$ cat src/rtl/scan_decoder.sv
// -----------------------------------------------------------------------------
// scan_decoder
//
// One-hot select decoder with an optional automatic sweep mode.
//
// In DIRECT mode a select value is accepted through a valid/ready handshake.
// On the accepting edge the value is loaded into idx, and y becomes 1<<idx.
// In SWEEP mode idx advances by one position modulo OUT_W. Each position is
// held for dwell+1 cycles. wrap pulses for the one cycle in which idx rolls
// over from OUT_W-1 to 0.
//
// The en input gates the whole block. While en is low, y and wrap are zero
// and all state is frozen.
//
// Build option:
//   SCAN_DECODER_SWEEP_EN  - when defined, the SWEEP state, the dwell counter
//                            and the wrap logic are compiled in. When it is
//                            undefined, mode and dwell are ignored, wrap is
//                            tied to 0 and the FSM stays in DIRECT. The port
//                            list is the same in both builds.
//
// Parameters:
//   SEL_W    select width (1..6)
//   DWELL_W  dwell counter width
//   OUT_W    derived, 2**SEL_W, not overridable
//
// Ports:
//   clk        rising-edge clock
//   rst_n      asynchronous active-low reset
//   en         enable; when 0, y is forced to 0 and all state freezes
//   mode       0 = direct, 1 = sweep
//   sel_valid  a new select value is offered
//   sel        select value
//   sel_ready  combinational; high when enabled and in DIRECT
//   dwell      number of extra cycles each sweep position is held
//   y          registered one-hot output
//   idx        registered current index
//   wrap       registered one-cycle pulse when the sweep wraps
// -----------------------------------------------------------------------------
module scan_decoder #(
  parameter  int SEL_W   = 3,
  parameter  int DWELL_W = 4,
  localparam int OUT_W   = 2 ** SEL_W
) (
  input  logic               clk,
  input  logic               rst_n,
  input  logic               en,
  input  logic               mode,
  input  logic               sel_valid,
  input  logic [SEL_W-1:0]   sel,
  output logic               sel_ready,
  input  logic [DWELL_W-1:0] dwell,
  output logic [OUT_W-1:0]   y,
  output logic [SEL_W-1:0]   idx,
  output logic               wrap
);

  typedef enum logic {
    DIRECT = 1'b0,
    SWEEP  = 1'b1
  } state_e;

  state_e             state_q, state_d;
  logic [SEL_W-1:0]   idx_q, idx_d;
  logic [OUT_W-1:0]   y_q, y_d;
  logic               wrap_q, wrap_d;
  logic               armed_q, armed_d;
  logic [DWELL_W-1:0] dwell_cnt_q, dwell_cnt_d;
  logic               transfer;

  assign sel_ready = en && (state_q == DIRECT);
  assign transfer  = sel_valid && sel_ready;

  // y is derived from the next idx and the next armed value. A transfer or a
  // sweep step therefore shows up on y in the same edge that updates idx.
  always_comb begin
    state_d     = state_q;
    idx_d       = idx_q;
    armed_d     = armed_q;
    dwell_cnt_d = dwell_cnt_q;
    wrap_d      = 1'b0;
    y_d         = '0;
    if (en) begin
      if (transfer) begin
        idx_d   = sel;
        armed_d = 1'b1;
      end
`ifdef SCAN_DECODER_SWEEP_EN
      case (state_q)
        DIRECT: begin
          // A transfer in the same cycle has already loaded idx_d, so the
          // sweep starts from the newly selected index.
          if (mode) begin
            state_d     = SWEEP;
            dwell_cnt_d = '0;
            armed_d     = 1'b1;
          end
        end
        SWEEP: begin
          if (!mode) begin
            state_d = DIRECT;
          end else if (dwell_cnt_q >= dwell) begin
            // The >= comparison makes a lowered dwell take effect at once.
            idx_d       = idx_q + SEL_W'(1);
            dwell_cnt_d = '0;
            wrap_d      = &idx_q;
          end else begin
            dwell_cnt_d = dwell_cnt_q + DWELL_W'(1);
          end
        end
        default: state_d = DIRECT;
      endcase
`endif
      if (armed_d) begin
        y_d = OUT_W'(1) << idx_d;
      end
    end
  end

`ifndef SCAN_DECODER_SWEEP_EN
  // The sweep inputs stay on the port list but have no effect in this build.
  logic unused_sweep;
  assign unused_sweep = ^{mode, dwell, dwell_cnt_q};
`endif

  always_ff @(posedge clk or negedge rst_n) begin
    if (!rst_n) begin
      state_q     <= DIRECT;
      idx_q       <= '0;
      y_q         <= '0;
      wrap_q      <= 1'b0;
      armed_q     <= 1'b0;
      dwell_cnt_q <= '0;
    end else begin
      state_q     <= state_d;
      idx_q       <= idx_d;
      y_q         <= y_d;
      wrap_q      <= wrap_d;
      armed_q     <= armed_d;
      dwell_cnt_q <= dwell_cnt_d;
    end
  end

  assign y    = y_q;
  assign idx  = idx_q;
  assign wrap = wrap_q;

endmodule

$ cat config.mk
export PLATFORM = sky130hd
export DESIGN_NAME = scan_decoder
export DESIGN_NICKNAME = d
export VERILOG_FILES = /design/src/rtl/scan_decoder.sv
export SDC_FILE = /design/constraint.sdc
export NUM_CORES = 1
export LEC_CHECK = 0
export BUFFER_PORTS_ARGS = -buffer_cell sky130_fd_sc_hd__buf_2
export CORE_MARGIN = 2
export CORE_UTILIZATION = 30
export DETAILED_ROUTE_END_ITERATION = 10
export HOLD_SLACK_MARGIN = 0.12
export MAX_ROUTING_LAYER = met4
export PLACE_DENSITY = 0.63
export SLEW_MARGIN = 30
export SYNTH_ARGS = -nofsm -noshare
export SYNTH_HDL_FRONTEND = slang
export SYNTH_SLANG_ARGS = --single-unit
$ cat constraint.sdc
create_clock -name clk -period 1.9 [get_ports clk]
set_input_delay 0.19 -clock clk [delete_from_list [all_inputs] [get_ports clk]]
set_output_delay 0.19 -clock clk [all_outputs]
set_load 0.005 [all_outputs]
=== Word-level counts from Yosys, hierarchy flattened ===
Cells that the tools add are included.

* Word-level logic and storage cells: 11
* Register bits: 12

* Mux-type cells: 6
* Reduce and logical (&&, ||, !) cells: 1
* Shifts and indexed selects: 1

{| class="wikitable"
|+ Operator list
! kind !! number
|-
| $mux W8 || 2
|-
| $shl A1 B3 Y8 const A || 1
|-
| $mux W3 || 2
|-
| $mux W1 || 2
|-
| $logic_and A1 B1 Y1 || 1
|}

=== Longest topological paths before layout ===
Gate-level depths: netlist (run 1).

* Depth after elaboration: 6
* Depth in mapped cells: 4
* Mapped depth without buffers: 3

=== Worst setup path before layout (run 1) ===
No wires, ideal clock.

* Kind: register to register
* Start point: register armed_q
* End point: register y_q[3], in the netlist y[3]
* Required time: 1.772 ns
* Clock period less this slack: 0.900 ns
* Buffers on the path: 0
* Slack: 1.000 ns
* Cell stages (with the launch flop): 4
* Data arrival time: 0.772 ns
* Path through: dfrtp_1 -> nor3b_1 -> o21ai_1 -> nor2_1

* Word-level cells in the longest chain between the ends: 4

{| class="wikitable"
|+ Ends and longest elaborated chain
! what !! line !! text
|-
| from (decl) || 67 || <nowiki>logic armed_q, armed_d;</nowiki>
|-
| from (signal assigned) || 139 || <nowiki>armed_q <= armed_d;</nowiki>
|-
| $mux W1 || 84 || <nowiki>if (transfer) begin</nowiki>
|-
| $mux W1 || 83 || <nowiki>if (en) begin</nowiki>
|-
| $mux W8 || 114 || <nowiki>if (armed_d) begin</nowiki>
|-
| $mux W8 || 83 ||
|-
| net y_d[3] || 65 || <nowiki>logic [OUT_W-1:0] y_q, y_d;</nowiki>
|-
| to (signal assigned) || 137 || <nowiki>y_q <= y_d;</nowiki>
|-
| to (decl) || 65 ||
|}

The timed path passes the listed nets, and every way through them passes these cells. The select of a mux whose other input is x is not followed.
A chain may end at the register's enable or synchronous reset.

=== Worst setup path after layout (run 1) ===
* Start point: register idx_q[1], in the netlist idx[1]
* End point: output idx[1]

{| class="wikitable"
|+ RTL lines
! what !! line !! text
|-
| from (decl) || 64 || <nowiki>logic [SEL_W-1:0] idx_q, idx_d;</nowiki>
|-
| from (signal assigned) || 136 || <nowiki>idx_q <= idx_d;</nowiki>
|-
| to (decl) || 54 || <nowiki>output logic [SEL_W-1:0] idx,</nowiki>
|}

No word-level cell between the ends.

==> results.py, run 1 <==
metrics = {
    "worst_setup_path": {
        "worst_ep_required_time_ps": 1710,
        "crit_path_end_kind": "output port",
        "worst-path-buf-inv": 1,
        "cp_max_fo": 5,
        "start_kind": "flip-flop",
        "slowest_delay_ps": 420,
        "slowest_stage": "dfrtp_1",
        "cp_cell_sequence": "buf_2",
        "critPathCapture": "idx[1]",
        "crit_family": "flip-flops",
        "regToRegStartpoint": "armed_q",
        "r2r_slack_ps": 890,
        "crit_cells": 1,
        "setup.worst_path.class": "flip-flop to output port",
        "r2r-end": "y[3]",
        "cp_data_arrival_time_ps": 820,
        "critPathLaunch": "idx[1]",
        "r2r_cells": 3,
    },
    "yosys": {
        "avgSynthCellArea_sq_um": 11.76,
        "yosysWarnings": 0,
        "synth_top_area_share_pct": 56.74,
        "synth.most_common_cell": "dfrtp_1",
        "synth_fp_nets": 57,
        "synth_flop_cell": "dfrtp_1",
        "ys_seq_elements": 12,
        "synth-seq-area-share_pct": 56.74,
        "synth_commonest_cells": "12 x dfrtp_1, 8 x nor2_1, 4 x a31oi_1",
        "synth.largest_area_cell": "dfrtp_1",
        "ys_top_cells_by_area": "dfrtp_1 57%, mux2_4 5.7%, nor2_1 5.7%, a31oi_1 4.7%, and4b_1 3.8%",
        "async_flop_share_pct": 100.0,
        "ys_types": 19,
        "synthCells": 45,
        "synth_edf_count": 0,
        "synth_area_sq_um": 529.3,
    },
    "drt": {
        "dr.pass1.iters": 4,
        "wl_per_cell_microns": 10.68,
        "wl_met1_microns": 381,
        "wl_microns": 865,
        "viasPerCell": 4.852,
        "highest_layer": "met4",
        "drt-initial-drc-count": 5,
        "drc_errors": 0,
        "ant_nets": 0,
        "met2WireLength_microns": 400,
        "vias": 393,
        "wl_met3_microns": 64,
    },
    "power_and_ir_drop": {
        "swShare_pct": 23.92,
        "pwr-share-comb_pct": 16.4,
        "pwr-share-seq_pct": 56.1,
        "vdd_ir_drop_max_mv": 0.1761,
        "p_leak_nw": 0.3539,
        "p_clk_share_pct": 27.5,
        "power_density_nw_per_um2": 786.0,
        "intPower_uw": 386.8,
        "totalPowerFinal_uw": 508.4,
        "switchingPower_uw": 121.6,
    },
    "die": {
        "fp-row-count": 15,
        "die-area_sq_um": 2116,
        "die_x_microns": 46,
        "die_height_microns": 46,
        "core_area_sq_um": 1689,
        "initial_core_util_pct": 31.33,
        "io_pins": 25,
    },
    "finish": {
        "layout-drive-gt1-share_pct": 39.06,
        "final_util_pct": 38.30,
        "n_antenna_cell": 0,
        "num-fill-cells": 174,
        "syn_to_final_growth_pct": 22.22,
        "register_area_sq_um": 300.3,
        "multi_input_area_sq_um": 191.4,
        "finalNetCount": 78,
        "layout.cells.non_filler": 81,
        "final_area_sq_um": 646.9,
    },
    "timing": {
        "min_period_ps": 1014,
        "timing.hold.ws_ps": 210.9,
        "setup_slack_ps": 886.4,
        "fin_crit_sh_pct": 53.35,
        "finalSetupViolations": 0,
        "slew_viol_final": 0,
        "rsz0062_at_grt": "no",
        "hold_violations": 0,
        "max_freq_mhz": 986.5,
        "skew_ps": 1.861,
        "setup_tns_ps": 0,
    },
    "placement": {
        "hpwl_microns": 692.7,
        "post-place-ws_ps": 896.1,
        "place_congestion": 0.7437,
        "portBuffers": 18,
        "placed_area_sq_um": 614.3,
        "dp.cells": 77,
    },
    "global_route": {
        "grt_max_degree": 13,
        "grt_pass1_vias": 361,
        "grt_pass1_wl_microns": 1400,
        "antenna_found_initial": 0,
        "grt.total_usage_pct": 10.30,
        "grt_overflow": 0,
    },
    "clock_tree": {
        "clk_pin_slew_worst_paths_ps": 60,
        "root_buffer": "clkbuf_4",
        "tritoncts": "done",
        "clk_latency_ps": 260,
        "clock_path_buffers": 2,
        "numCtsBuffers": 3,
        "htree_levels": 1,
        "ctsResizeCount": 0,
        "clock_sinks": 12,
    },
    "run_status": {
        "status": "finished, final reports clean",
    },
    "flow_run": {
        "drv_cap": 0,
    },
    "hold_path": {
        "min_path_type": "input port to flip-flop",
    },
}
==> power by group through the flow <==
stage	clock [mW]	combinational [mW]	sequential (mW)
global route	0.159	0.0953	0.287
global placement	0	0.0816	0.290
detailed placement	0	0.0835	0.290
finish	0.140	0.0832	0.285
floorplan	0	0.0477	0.291
CTS	0.146	0.0847	0.285
==> what timing repair did <==
| item | CTS | global route |
|---|---|---|
| buffers inserted | 0 | 0 |
| hold buffers | 1 | 0 |
| endpoints found under the hold margin | 12 | 0 |
==> cells in the final DEF, fill, tap and decap left out <==
master         synthesis  layout
a21o_1                 1       1
a31oi_1                4       4
a41oi_2                1       1
and3_1                 1       1
and4_1                 1       1
and4b_1                2       2
and4bb_1               1       1
buf_2                  0      18
clkbuf_4               0       3
conb_1                 1       1
dfrtp_1               12      12
dlygate4sd3_1          0       1
inv_1                  3       3
mux2_4                 2       2
nand2_2                1       1
nand2b_1               1       1
nor2_1                 8       8
nor2b_1                1       1
nor3b_1                1       1
o21ai_1                1       1
==> registers in the layout, indices dropped and copies added, names as in the netlist <==
name / count
y: 8
armed_q: 1
idx: 3
==> cell families (layout without fill, tap and decap cells) <==
family	after synthesis	count (layout)	synth area share, %
DFF	12	12	56.74
and+or+nand+nor	17	17	19.63
buffers and inverters	6	25	7.091
other	1	1	0.7085
muxes	2	2	5.674
AOI/OAI and AO/OA	7	7	10.17
==> metal layers <==
layer / global-route usage, % / vias up
met5: - / -
met4: 10.29 / 0
met3: 2.778 / 2
met2: 16.94 / 17
met1: 9.091 / 182
li1: - / 192
==> worst min path at each step <==
stage	from	to	slack, ps	cells after the start
finish	sel[0]	idx[0]	210	2
global route	sel[0]	idx[0]	210	2
CTS	sel[1]	idx[1]	200	2
detailed placement	rst_n	y[4]	70	1
global placement	rst_n	armed_q	70	1
floorplan	rst_n	armed_q	-110	0
==> area by class of cell <==
type                       count  share of cell area (%)
multi-input combinational     27                   29.59
inverter                       3                   1.741
tap                           17                   3.288
timing repair buffer          19                   15.47
sequential                    12                   46.42
clock buffer                   3                   3.482
==> worst register-to-register path, cell delays in order (launching register included) <==
cell and delay, ps:
dfrtp_1 400, nor3b_1 150, o21ai_1 250, nor2_1 90
No activity file was read; power rests on OpenSTA's default activity.
==> run 2, diff against run 1 <==
- clock period: 1.9 -> 1 ns (I/O delays scaled with it)
==> run 2 against run 1 <==
Against the previous run: worst setup slack lost 820 ps; non-clock buffer count rose by 4; via count increased by 4.1%; register-to-register slack got worse by 820 ps; global-route usage grew 0.53 points; clock skew down 1.7 ps; total power grew 96%; critical path depth is the same; largest power group unchanged; highest routed layer unchanged; largest cell class unchanged.
==> results.py, run 2 (same netlist as run 1, synthesis figures left out) <==
metrics = {
    "finish": {
        "largest_register_ffs": 8,
        "n_antenna_cell": 0,
        "mostFrequentLayoutCells": "18 x buf_2, 12 x dfrtp_1, 8 x nor2_1",
        "layout-drive-gt1-share_pct": 42.65,
        "finalNetCount": 82,
        "layout.cells.non_filler": 85,
        "num-fill-cells": 173,
        "syn_to_final_growth_pct": 30.50,
        "layout_commonest_cell": "buf_2",
        "final_util_pct": 40.89,
    },
    "worst_setup_path": {
        "cp_data_arrival_time_ps": 830,
        "cp_max_fo": 4,
        "slowest_stage": "dfrtp_1",
        "setup.worst_path.class": "flip-flop to output port",
        "crit_family": "flip-flops",
        "cp_cell_sequence": "buf_2",
        "slowest_delay_ps": 420,
        "worst_ep_required_time_ps": 900,
        "worst-path-buf-inv": 1,
        "crit_path_end_kind": "output port",
        "start_kind": "flip-flop",
    },
    "clock_tree": {
        "clock_sinks": 12,
        "numCtsBuffers": 3,
        "clock_path_buffers": 2,
        "tritoncts": "done",
        "root_buffer": "clkbuf_4",
        "htree_levels": 1,
        "clk_pin_slew_worst_paths_ps": 60,
        "clk_latency_ps": 260,
    },
    "global_route": {
        "grt.total_usage_pct": 10.83,
        "globalRoute.busiestLayer": "met2",
        "grt_max_degree": 13,
        "antenna_found_initial": 0,
        "grt_pass1_wl_microns": 1469,
        "grt.met1_usage_pct": 10.17,
        "grt_overflow": 0,
        "met3_usage_pct": 2.381,
        "grt_pass1_vias": 365,
        "grt_use_met2_pct": 16.94,
    },
    "timing": {
        "setup_tns_ps": 0,
        "max_freq_mhz": 1075,
        "rsz0062_at_grt": "no",
        "slew_viol_final": 0,
        "setup_slack_ps": 69.80,
        "min_period_ps": 930.2,
        "timing.hold.ws_ps": 178.9,
        "hold_violations": 0,
        "finalSetupViolations": 0,
        "skew_ps": 0.1298,
        "fin_crit_sh_pct": 93.02,
    },
    "die": {
        "io_pins": 25,
        "die-area_sq_um": 2116,
        "die_height_microns": 46,
        "initial_core_util_pct": 31.33,
        "fp-row-count": 15,
        "core_area_sq_um": 1689,
        "die_x_microns": 46,
    },
    "hold_path": {
        "min_path_type": "input port to flip-flop",
    },
    "power_and_ir_drop": {
        "power_density_nw_per_um2": 1441,
        "vdd_ir_drop_max_mv": 0.3833,
        "p_leak_nw": 0.3748,
    },
    "flow_run": {
        "drv_cap": 0,
    },
    "placement": {
        "dp.cells": 78,
        "place_congestion": 0.7442,
        "portBuffers": 18,
        "hpwl_microns": 713.4,
        "post-place-ws_ps": 14.10,
    },
    "run_status": {
        "status": "finished, final reports clean",
    },
    "drt": {
        "ant_nets": 0,
        "drc_errors": 0,
        "wl_microns": 933,
        "viasPerCell": 4.812,
        "drt-initial-drc-count": 2,
        "wl_per_cell_microns": 10.98,
        "dr.pass1.iters": 4,
        "vias": 409,
    },
}
==> run 2: cell types whose count changed in the layout (fill, tap and decap cells not counted), sizes merged <==
cell,previous run,this run
buf,18,20
dlygate4sd3,1,3
==> run 2: per-layer routing <==
layer	up-vias	part of all wire (%)
met1	185	45
met4	0	4.6
met2	18	45
met5	-	0
li1	201	-
met3	5	4.7
==> run 2: report_power, final <==
group,leakage [nW],switching (mW),internal [mW]
registers,0.155,0.0247,0.518
clock network,0.0138,0.137,0.139
logic,0.206,0.0849,0.0917
==> run 2: worst register-to-register path: cells and delay by family (launching register included) <==
kind             cells  cell delay [ps]
AO/OA/AOI/OAI        1              100
flip-flops           1              420
AND/OR/NAND/NOR      2              330
==> run 2: stage by stage <==
stage	area (sq um)	power (mW)
after global placement	621.8	0.7057
after CTS	674.4	0.9918
after floorplan	529.3	0.6437
after detailed placement	621.8	0.7109
final	690.7	0.9951
after global routing	690.7	1.047
==> run 2: area by class of cell <==
class                   count  area [sq um]  area share (%)
well taps                  17         21.27           3.080
multi-input cells          27         200.2           28.99
flip-flops and latches     12         300.3           43.48
clock buffers               3         22.52           3.261
inverters                   3         11.26           1.630
repair buffers             23         135.1           19.57
==> run 2: final timing paths <==
check | cells past startpoint | to | slack [ps] | from
min reg2reg | 2 | armed_q | 590 | armed_q
max in group asynchronous | 2 | idx[0] | 570 | rst_n
max reg2reg | 3 | y[3] | 70 | idx[2]
max | 1 | idx[2] | 70 | idx[2]
min | 3 | y[1] | 180 | en
min in group asynchronous | 2 | armed_q | 230 | rst_n
==> run 2: what timing repair did <==
item,4_1_cts,5_1_grt
buffers inserted,0,1
hold buffers,3,0
endpoints found under the hold margin,14,0
gates resized for setup,0,2
setup endpoints to repair,0,4
==> run 3, diff against run 2 <==
- clock period: 1 -> 0.95 ns (I/O delays scaled with it)
==> run 3 against run 2 <==
Against the previous run: the flow now finishes with violations (negative setup slack); combinational power grew 29%; total power up 20%; sequential power rose by 5.2%; flip-flop and latch count did not move.
==> results.py, run 3 (same netlist as run 1, synthesis figures left out) <==
metrics = {
    "timing": {
        "setup_slack_ps": -60.98,
        "setup_tns_ps": -60.98,
        "skew_ps": 2.184,
        "hold_violations": 0,
        "slew_viol_final": 0,
        "fin_crit_sh_pct": 106.4,
        "min_period_ps": 1011,
        "finalSetupViolations": 1,
        "max_freq_mhz": 989.1,
        "rsz0062_at_grt": "yes",
    },
    "drt": {
        "dr.pass1.iters": 2,
        "met2WireLength_microns": 440,
        "viasPerCell": 4.659,
        "drt-initial-drc-count": 12,
        "wl_met1_microns": 410,
        "wl_per_cell_microns": 10.49,
        "vias": 410,
        "drc_errors": 0,
        "wl_microns": 923,
        "ant_nets": 0,
        "highest_layer": "met4",
        "wl_met3_microns": 50,
    },
    "power_and_ir_drop": {
        "vdd_ir_drop_max_mv": 0.4680,
        "p_leak_nw": 0.3972,
        "power_density_nw_per_um2": 1585,
    },
    "flow_run": {
        "drv_cap": 0,
    },
    "clock_tree": {
        "clock_sinks": 12,
        "clock_path_buffers": 2,
        "clk_pin_slew_worst_paths_ps": 70,
        "htree_levels": 1,
        "numCtsBuffers": 3,
        "tritoncts": "done",
        "root_buffer": "clkbuf_4",
        "clk_latency_ps": 270,
    },
    "finish": {
        "layout_commonest_cell": "buf_2",
        "largest_register_ffs": 8,
        "layout.cells.non_filler": 88,
        "finalNetCount": 84,
        "n_antenna_cell": 0,
        "final_util_pct": 44.59,
        "layout-drive-gt1-share_pct": 47.89,
        "syn_to_final_growth_pct": 42.32,
        "mostFrequentLayoutCells": "17 x buf_2, 12 x dfrtp_1, 8 x nor2_1",
    },
    "run_status": {
        "violations": "negative setup slack",
        "status": "finished with violations",
    },
    "worst_setup_path": {
        "crit_family": "flip-flops",
        "cp_data_arrival_time_ps": 920,
        "worst_ep_required_time_ps": 850,
        "worst-path-buf-inv": 2,
        "setup.worst_path.class": "flip-flop to output port",
        "slowest_stage": "dfrtp_1",
        "slowest_delay_ps": 420,
        "start_kind": "flip-flop",
        "cp_cell_sequence": "buf_6, buf_6",
        "crit_path_frequent_cell": "buf_6",
        "crit_path_end_kind": "output port",
        "cp_max_fo": 3,
    },
    "global_route": {
        "grt.total_usage_pct": 10.43,
        "antenna_found_initial": 0,
        "grt_max_degree": 13,
        "grt_overflow": 0,
        "grt_pass1_vias": 350,
        "grt_pass1_wl_microns": 1435,
    },
    "die": {
        "die-area_sq_um": 2116,
        "fp-row-count": 15,
        "die_x_microns": 46,
        "io_pins": 25,
        "initial_core_util_pct": 31.33,
        "die_height_microns": 46,
        "core_area_sq_um": 1689,
    },
    "hold_path": {
        "min_path_type": "input port to flip-flop",
    },
    "placement": {
        "dp.cells": 79,
        "hpwl_microns": 704.7,
        "place_congestion": 0.7448,
        "portBuffers": 18,
    },
}
-- run 3: changes by cell type in the layout (fill, tap and decap cells not counted) --
cell,previous run,this run
a31oi_1,4,2
a31oi_2,0,2
a41oi_2,1,0
a41oi_4,0,1
buf_2,18,17
buf_4,2,3
buf_6,0,2
clkbuf_8,0,1
-- run 3: per-layer routing --
layer | global-route usage, % | up-vias
met2 | 17.50 | 15
met5 | - | -
met4 | 8.571 | 0
met1 | 9.976 | 187
li1 | - | 206
met3 | 2.381 | 2
-- run 3: worst register-to-register path, cell delays in order, from the launching register on --
cell and delay [ps]:
dfrtp_1 420, buf_4 150, mux2_4 240
-- run 3: report_power, final --
| part | switching (mW) | internal (mW) | total (mW) |
|---|---|---|---|
| Clock | 0.163 | 0.233 | 0.396 |
| Combinational | 0.103 | 0.127 | 0.229 |
| Sequential | 0.0253 | 0.544 | 0.570 |
-- run 3: layout make-up --
class / count / area (sq um)
repair buffers: 25 / 160.2
flip-flops and latches: 12 / 300.3
well taps: 17 / 21.27
multi-input cells: 27 / 224.0
fillers: 160 / 935.9
clock buffers: 4 / 36.28
inverters: 3 / 11.26
-- run 3: per-stage QoR --
step	power, mW	cell area [sq um]	worst slack (ps)	hold WS, ps
floorplan	0.6776	529.3	50.47	-200.6
global placement	0.7500	629.4	-17.75	-26.16
detailed placement	0.7543	629.4	-34.06	-21.36
CTS	1.182	724.4	-50.61	230.4
global route	1.261	753.2	-93.87	200.1
finish	1.194	753.2	-60.98	176.6
-- run 3: final timing paths --
| check | to | slack, ps | cells past startpoint | startpoint |
|---|---|---|---|---|
| hold reg to reg | armed_q | 590 | 2 | armed_q |
| setup reg to reg | idx[0] | 30 | 2 | idx[0] |
| min in group asynchronous | armed_q | 220 | 2 | rst_n |
| hold / removal | y[1] | 180 | 3 | en |
| max in group asynchronous | idx[0] | 530 | 2 | rst_n |
| setup / recovery | idx[2] | -60 | 2 | idx[2] |
-- run 3: timing repair --
item | 4_1_cts | 5_1_grt
pin swaps | 0 | 6
hold buffers | 3 | 0
gates resized for setup | 3 | 4
gates cloned | 0 | 0
setup buffers | 1 | 1
setup endpoints to repair | 5 | 11
endpoints found under the hold margin | 14 | 0
